## src/rtl/mem_access_unit.sv

```systemverilog
// mem_access_unit: MEM stage of the pipeline. Issues data-memory requests for
// loads/stores, freezes the upstream pipeline while an access is outstanding,
// formats store data / byte enables, extracts and extends load data, and
// registers the writeback values.
//
// Optional feature macro: MEM_ALIGN_CHECK_EN
//   defined   : misaligned half/word accesses are suppressed (no request, WB
//               bubble) and flagged on the sticky o_addr_err output.
//   undefined : no alignment check; halves use a[1], words ignore a[1:0],
//               o_addr_err is tied low.
//
// state  | meaning
// -------+-----------------------------------------------------------------
// IDLE   | no access outstanding; a new memop is requested combinationally
// WAIT   | request issued, holding o_dm_* until i_dm_ack

module mem_access_unit #(
    parameter int NBITS = 32,
    parameter int RBITS = 5
) (
    input  logic             i_clk,
    input  logic             i_rst,
    input  logic [NBITS-1:0] MEM_result,
    input  logic [NBITS-1:0] MEM_Rt,
    input  logic [RBITS-1:0] MEM_rd,
    input  logic [4:0]       MEM_sizecontrol,
    input  logic             MEM_memtoreg,
    input  logic             MEM_memread,
    input  logic             MEM_regwrite,
    input  logic             MEM_memwrite,
    input  logic             MEM_haltflag,
    output logic             o_dm_req,
    output logic             o_dm_we,
    output logic [NBITS-1:0] o_dm_addr,
    output logic [NBITS-1:0] o_dm_wdata,
    output logic [3:0]       o_dm_be,
    input  logic             i_dm_ack,
    input  logic [NBITS-1:0] i_dm_rdata,
    output logic             o_stall,
    output logic [NBITS-1:0] WB_data,
    output logic [RBITS-1:0] WB_rd,
    output logic             WB_regwrite,
    output logic             WB_haltflag,
    output logic             o_addr_err
);

    typedef enum logic {S_IDLE = 1'b0, S_WAIT = 1'b1} state_t;

    state_t state_q, state_d;

    logic [1:0]       a;
    logic             is_byte, is_half, is_word, zext, memop, misaligned;
    logic [4:0]       shamt;
    logic [NBITS-1:0] rshift, load_val;
    logic [NBITS-1:0] wb_data_d;
    logic [RBITS-1:0] wb_rd_d;
    logic             wb_regwrite_d, wb_haltflag_d;
    logic             unused_size_bits;

    assign a       = MEM_result[1:0];
    assign is_byte = (MEM_sizecontrol[1:0] == 2'b00);
    assign is_half = (MEM_sizecontrol[1:0] == 2'b01);
    assign is_word = MEM_sizecontrol[1];
    assign zext    = MEM_sizecontrol[2];
    assign memop   = MEM_memread | MEM_memwrite;
    assign unused_size_bits = ^MEM_sizecontrol[4:3];

`ifdef MEM_ALIGN_CHECK_EN
    assign misaligned = memop & ((is_half & a[0]) | (is_word & (a != 2'b00)));
`else
    assign misaligned = 1'b0;
`endif

    // Lane selection: byte enables, replicated store data, load shift amount
    always_comb begin
        o_dm_be    = 4'b1111;
        o_dm_wdata = MEM_Rt;
        shamt      = 5'd0;
        if (is_byte) begin
            o_dm_be    = 4'b0001 << a;
            o_dm_wdata = {4{MEM_Rt[7:0]}};
            shamt      = {a, 3'b000};
        end else if (is_half) begin
            o_dm_be    = 4'b0011 << {a[1], 1'b0};
            o_dm_wdata = {2{MEM_Rt[15:0]}};
            shamt      = {a[1], 4'b0000};
        end
    end

    assign o_dm_addr = {MEM_result[NBITS-1:2], 2'b00};
    assign rshift    = i_dm_rdata >> shamt;

    // Load extension from 8/16/32 bits
    always_comb begin
        load_val = rshift;
        if (is_byte)
            load_val = {{(NBITS-8){~zext & rshift[7]}}, rshift[7:0]};
        else if (is_half)
            load_val = {{(NBITS-16){~zext & rshift[15]}}, rshift[15:0]};
    end

    // Request FSM: next state and request strobe
    always_comb begin
        state_d  = state_q;
        o_dm_req = 1'b0;
        case (state_q)
            S_IDLE: begin
                if (memop && !misaligned) begin
                    o_dm_req = 1'b1;
                    if (!i_dm_ack) state_d = S_WAIT;
                end
            end
            S_WAIT: begin
                o_dm_req = 1'b1;
                if (i_dm_ack) state_d = S_IDLE;
            end
            default: state_d = S_IDLE;
        endcase
    end

    assign o_dm_we = o_dm_req & MEM_memwrite;
    assign o_stall = o_dm_req & ~i_dm_ack;

    // Writeback next values: bubble while stalled or on a suppressed access
    always_comb begin
        wb_data_d     = WB_data;
        wb_rd_d       = WB_rd;
        wb_regwrite_d = 1'b0;
        wb_haltflag_d = 1'b0;
        if (!o_stall && !misaligned) begin
            wb_data_d     = MEM_memtoreg ? load_val : MEM_result;
            wb_rd_d       = MEM_rd;
            wb_regwrite_d = MEM_regwrite;
            wb_haltflag_d = MEM_haltflag;
        end
    end

    // State and writeback registers
    always_ff @(posedge i_clk) begin
        if (i_rst) begin
            state_q     <= S_IDLE;
            WB_data     <= '0;
            WB_rd       <= '0;
            WB_regwrite <= 1'b0;
            WB_haltflag <= 1'b0;
        end else begin
            state_q     <= state_d;
            WB_data     <= wb_data_d;
            WB_rd       <= wb_rd_d;
            WB_regwrite <= wb_regwrite_d;
            WB_haltflag <= wb_haltflag_d;
        end
    end

`ifdef MEM_ALIGN_CHECK_EN
    logic addr_err_q;

    // Sticky misalignment flag, cleared only by reset
    always_ff @(posedge i_clk) begin
        if (i_rst) addr_err_q <= 1'b0;
        else       addr_err_q <= addr_err_q | misaligned;
    end

    assign o_addr_err = addr_err_q;
`else
    assign o_addr_err = 1'b0;
`endif

endmodule

```

## config.mk

```make
export PLATFORM = sky130hd
export DESIGN_NAME = mem_access_unit
export DESIGN_NICKNAME = d
export VERILOG_FILES = /design/src/rtl/mem_access_unit.sv
export SDC_FILE = /design/constraint.sdc
export NUM_CORES = 1
export LEC_CHECK = 0
export ABC_CLOCK_PERIOD_IN_PS = 3000
export BUFFER_PORTS_ARGS = -buffer_cell sky130_fd_sc_hd__buf_4
export CAP_MARGIN = 5
export CORE_AREA = 2 2 86 88
export DETAILED_ROUTE_END_ITERATION = 12
export DIE_AREA = 0 0 88 90
export PLACE_DENSITY = 0.92
export SLEW_MARGIN = 20
export SYNTH_ARGS = -nofsm -noshare
export SYNTH_HDL_FRONTEND = slang
export SYNTH_SLANG_ARGS = --single-unit
```

## constraint.sdc

```tcl
create_clock -name i_clk -period 3 [get_ports i_clk]
set_clock_uncertainty 0.1 [all_clocks]
set_input_delay 0.3 -clock i_clk [delete_from_list [all_inputs] [get_ports i_clk]]
set_output_delay 0.3 -clock i_clk [all_outputs]
set_load 0.05 [all_outputs]
```

After elaboration in Yosys (flattened, before gate mapping):

Cells that the tools add are included.

* eq/ne operators: 1
* shift-type cells: 3
* muxes and demuxes: 14
* bitwise gates (word level): 8
* reductions and logical operators: 2

Operator list (count)
* $mux 32: 5
* $shr 32x5->32: 1
* $mux 5: 2
* $mux 4: 2
* $and 1x1->1: 4
* $pmux 1 s2: 2
* $shl 1x2->4 const A: 1
* $shl 2x2->4 const A: 1
* $mux 1: 3
* $not 1->1: 3
* $eq 2x1->1 const B: 1
* $logic_not 2->1: 1
* $reduce_or 2->1: 1
* $or 1x1->1: 1

* register bits after elaboration: 40
* output and inout bits: 111
* word-level logic and storage cells: 33

Longest topological paths before layout:

* word-level depth: 8
* mapped depth: 7
* mapped depth without buffers: 6

Worst setup path after synthesis:

Ideal clock, no wire load.

* kind: input -> output
* start: input MEM_sizecontrol[0]
* end: output o_dm_wdata[24]
* arrival time: 2138 ps
* required time: 2600 ps
* path slack: 462 ps
* stages on the path: 5
* path buffers: 3
* path through: buf_6 > clkbuf_1 > buf_2 > mux2i_1 > o21ai_0

* cells in the longest elaborated chain, start to end: 3
* elaborated cells on any way between the ends: 4
* those cells by class: eq/ne: 1; mux: 2; reduce/logical: 1

RTL lines
* start: declaration: line 26 `input logic [4:0] MEM_sizecontrol,`
* $eq 2x1->1: line 62 `assign is_half = (MEM_sizecontrol[1:0] == 2'b01);`
* $mux 32: line 83 `end else if (is_half) begin`
* $mux 32 *: line 79 `if (is_byte) begin`
* end: declaration: line 35 `output logic [NBITS-1:0] o_dm_wdata,`

Every way passes the cells marked *; elsewhere a longest branch is shown, timed or not.

Worst setup path after layout:

* start: register state_q
* end: output o_stall

* cells in the longest elaborated chain, start to end: 3

RTL lines
* start: declaration: line 49 `state_t state_q, state_d;`
* start signal: assignment: line 147 `state_q <= state_d;`
* $not 1->1
* $pmux 1 s2 *: line 106 `case (state_q)`
* $and 1x1->1 *: line 122 `assign o_stall = o_dm_req & ~i_dm_ack;`
* end: declaration: line 39 `output logic o_stall,`

Marked as above.

==> run_results.csv <==
group,metric,value,unit
min_path,hp-class,"input port to flip-flop",
outcome,run_status,"completed",
routing,wl_per_cell,16.7,um
routing,vias,3483,
layout,drive_gt1_frac,0.495,
yosys,ys_ff_latch,40,
placement,routabilityCongestion,0.866,
worst_setup_path,cp_data_required_time,2600,ps
layout,area_growth,49.2,%
clocking,post_cts_buffers,0,
yosys,synth_warnings,0,
yosys,synthFlopType,"dfxtp_1",
floorplanning,die_w,88,um
pwr,p_per_area,447,mW/mm2
yosys,ys_top_cells_by_area,"dfxtp_1 (27%), buf_4 (10%), mux2_2 (6.4%)",
floorplanning,fp.dieArea,0.00792,mm2
clocking,cts_buffers,5,
global_route,grt_pass1_wl,16.3,mm
timing,fin_setup_tns,0,ps
timing,post-route-min-period,2230,ps
timing,max_slew_margin,0.286,
layout,fillers,608,
timing,hold_violations,0,
yosys,async_flop_share,0,
worst_setup_path,critPathCaptureType,"output port",
routing,drt_iter0_drc,190,
layout,nets,662,
timing,rsz0062_at_grt,"false",
layout,final_common_cell,"buf_4",
routing,wirelength,10.8,mm
timing,fin_crit_sh,0.743,
pwr,power.leakage,2.14,nW
yosys,syn_avg_cell_area,7.80,um2
clocking,ctsResizeCount,0,
pwr,peakVddDrop,0.192,mV
worst_setup_path,critPathArrivalTime,1830,ps
clocking,path_clk_slew,80,ps
worst_setup_path,path_max_fanout,25,
clocking,hold_buffers,0,
yosys,synth_edf_count,0,
timing,setup_viol,0,
worst_setup_path,worstSetupPathType,"flip-flop to output port",
timing,fmax,0.449,GHz
clocking,htree_levels,2,
floorplanning,start_util,0.428,
global_route,grt_usage,0.258,
yosys,synth_top_cell_by_area,"dfxtp_1",
global_route,grt_overflow,0,
clocking,clockBufferDepth,2,
routing,via_per_inst,5.38,
yosys,synthCells,385,
timing,maxSlewViolCount,0,
clocking,clk_latency,290,ps
global_route,grt_pass1_vias,3364,
routing,drt_first_pass_iters,4,
clocking,clkSinkCount,40,
routing,ant_nets,0,
yosys,yosysSeqAreaShare,0.267,
placement,place_hpwl,8.55,mm
yosys,synth_cell_types,43,
routing,drc,0,
global_route,antenna_found_initial,0,
layout,antenna_cells,0,
global_route,grt_max_degree,43,
clocking,root_buffer,"clkbuf_8",
clocking,tritoncts,"built",
yosys,synth_top_area_frac,0.267,
floorplanning,fp.dieH,90,um
yosys,syn_area,0.00300,mm2
timing,whs,105,ps
placement,port_buffers,219,
run,drv_cap,0,
timing,worstMarginPinSlew,1070,ps
floorplanning,core-area,0.00702,mm2
floorplanning,io_pins,225,
worst_setup_path,startpoint_type,"flip-flop",
layout,final_cell_mix,"buf_4 (225), nand2_1 (49), nor2_1 (44)",
floorplanning,placementRows,31,
## metal layers
| metal | GRT usage | vias to the layer above | wire length [um] |
|---|---|---|---|
| met3 | 0.0634 | 27 | 1060 |
| li1 | - | 1638 | - |
| met4 | 0.108 | 0 | 347 |
| met5 | 0 | - | 0 |
| met2 | 0.462 | 195 | 5640 |
| met1 | 0.282 | 1623 | 3780 |
## sequential cells by signal (all words and copies together) (netlist names)
name and count:
WB_regwrite 1, WB_data 32, WB_rd 5, state_q 1, WB_haltflag 1
## critical path, stage by stage (launching register included)
cell	delay (ps)
dfxtp_1	300
or3_1	350
nand2b_2	120
buf_4	260
inv_2	240
buf_4	260
## layout make-up
type | instances | area, um2 | area share
inverter | 11 | 41.3 | 0.00921
timing repair buffer | 225 | 1690 | 0.377
sequential | 40 | 801 | 0.179
tap | 99 | 124 | 0.0276
multi-input combinational | 265 | 1720 | 0.383
clock buffer | 5 | 68.8 | 0.0154
clock inverter | 3 | 42.5 | 0.00949
## final timing paths
check | start | to | slack (ps) | cells past startpoint
setup / recovery | state_q | o_stall | 770 | 5
setup reg to reg | state_q | WB_data[10] | 910 | 6
hold reg to reg | WB_rd[1] | WB_rd[1] | 360 | 2
hold / removal | MEM_haltflag | WB_haltflag | 110 | 2
## kinds of logic after synthesis
logic type,after synthesis,synth area share
simple gates,139,0.211
compound gates,90,0.213
buf+inv,82,0.165
flops,40,0.267
mux,33,0.143
other cells,1,0.00125
## power breakdown
group	internal (W)	switching (W)
registers	0.000578	0.0000245
clock network	0.000246	0.000197
logic	0.000336	0.000620
total	0.00116	0.000842
## cells in the mapped netlist, drive strengths merged, types with 2 or more instances
| library cell | n |
|---|---|
| a211oi | 15 |
| mux4 | 6 |
| a221o | 15 |
| nand3b | 3 |
| dfxtp | 40 |
| buf | 57 |
| nor2 | 45 |
| nand2 | 49 |
| mux2 | 17 |
| mux2i | 10 |
| nand2b | 5 |
| nor3 | 19 |
| a31oi | 2 |
| inv | 10 |
| or3 | 10 |
| clkbuf | 14 |
| a22oi | 8 |
| nand3 | 2 |
| o21ai | 32 |
| a21oi | 13 |
| and2 | 3 |
## metrics by stage
| step | setup WS, ps | utilization | area, um2 | cells | power, W |
|---|---|---|---|---|---|
| 2_1_floorplan | 462 | - | 3010 | 387 | 0.00126 |
| 3_3_place_gp | 823 | 0.623 | 4370 | 640 | 0.00155 |
| 3_5_place_dp | 746 | 0.623 | 4370 | 640 | 0.00157 |
| 4_1_cts | 764 | 0.638 | 4480 | 648 | 0.00201 |
| 5_1_grt | 685 | 0.638 | 4480 | 648 | 0.00208 |
| 6_report | 772 | 0.638 | 4480 | 648 | 0.00200 |
No activity file was read; power rests on OpenSTA's default activity.
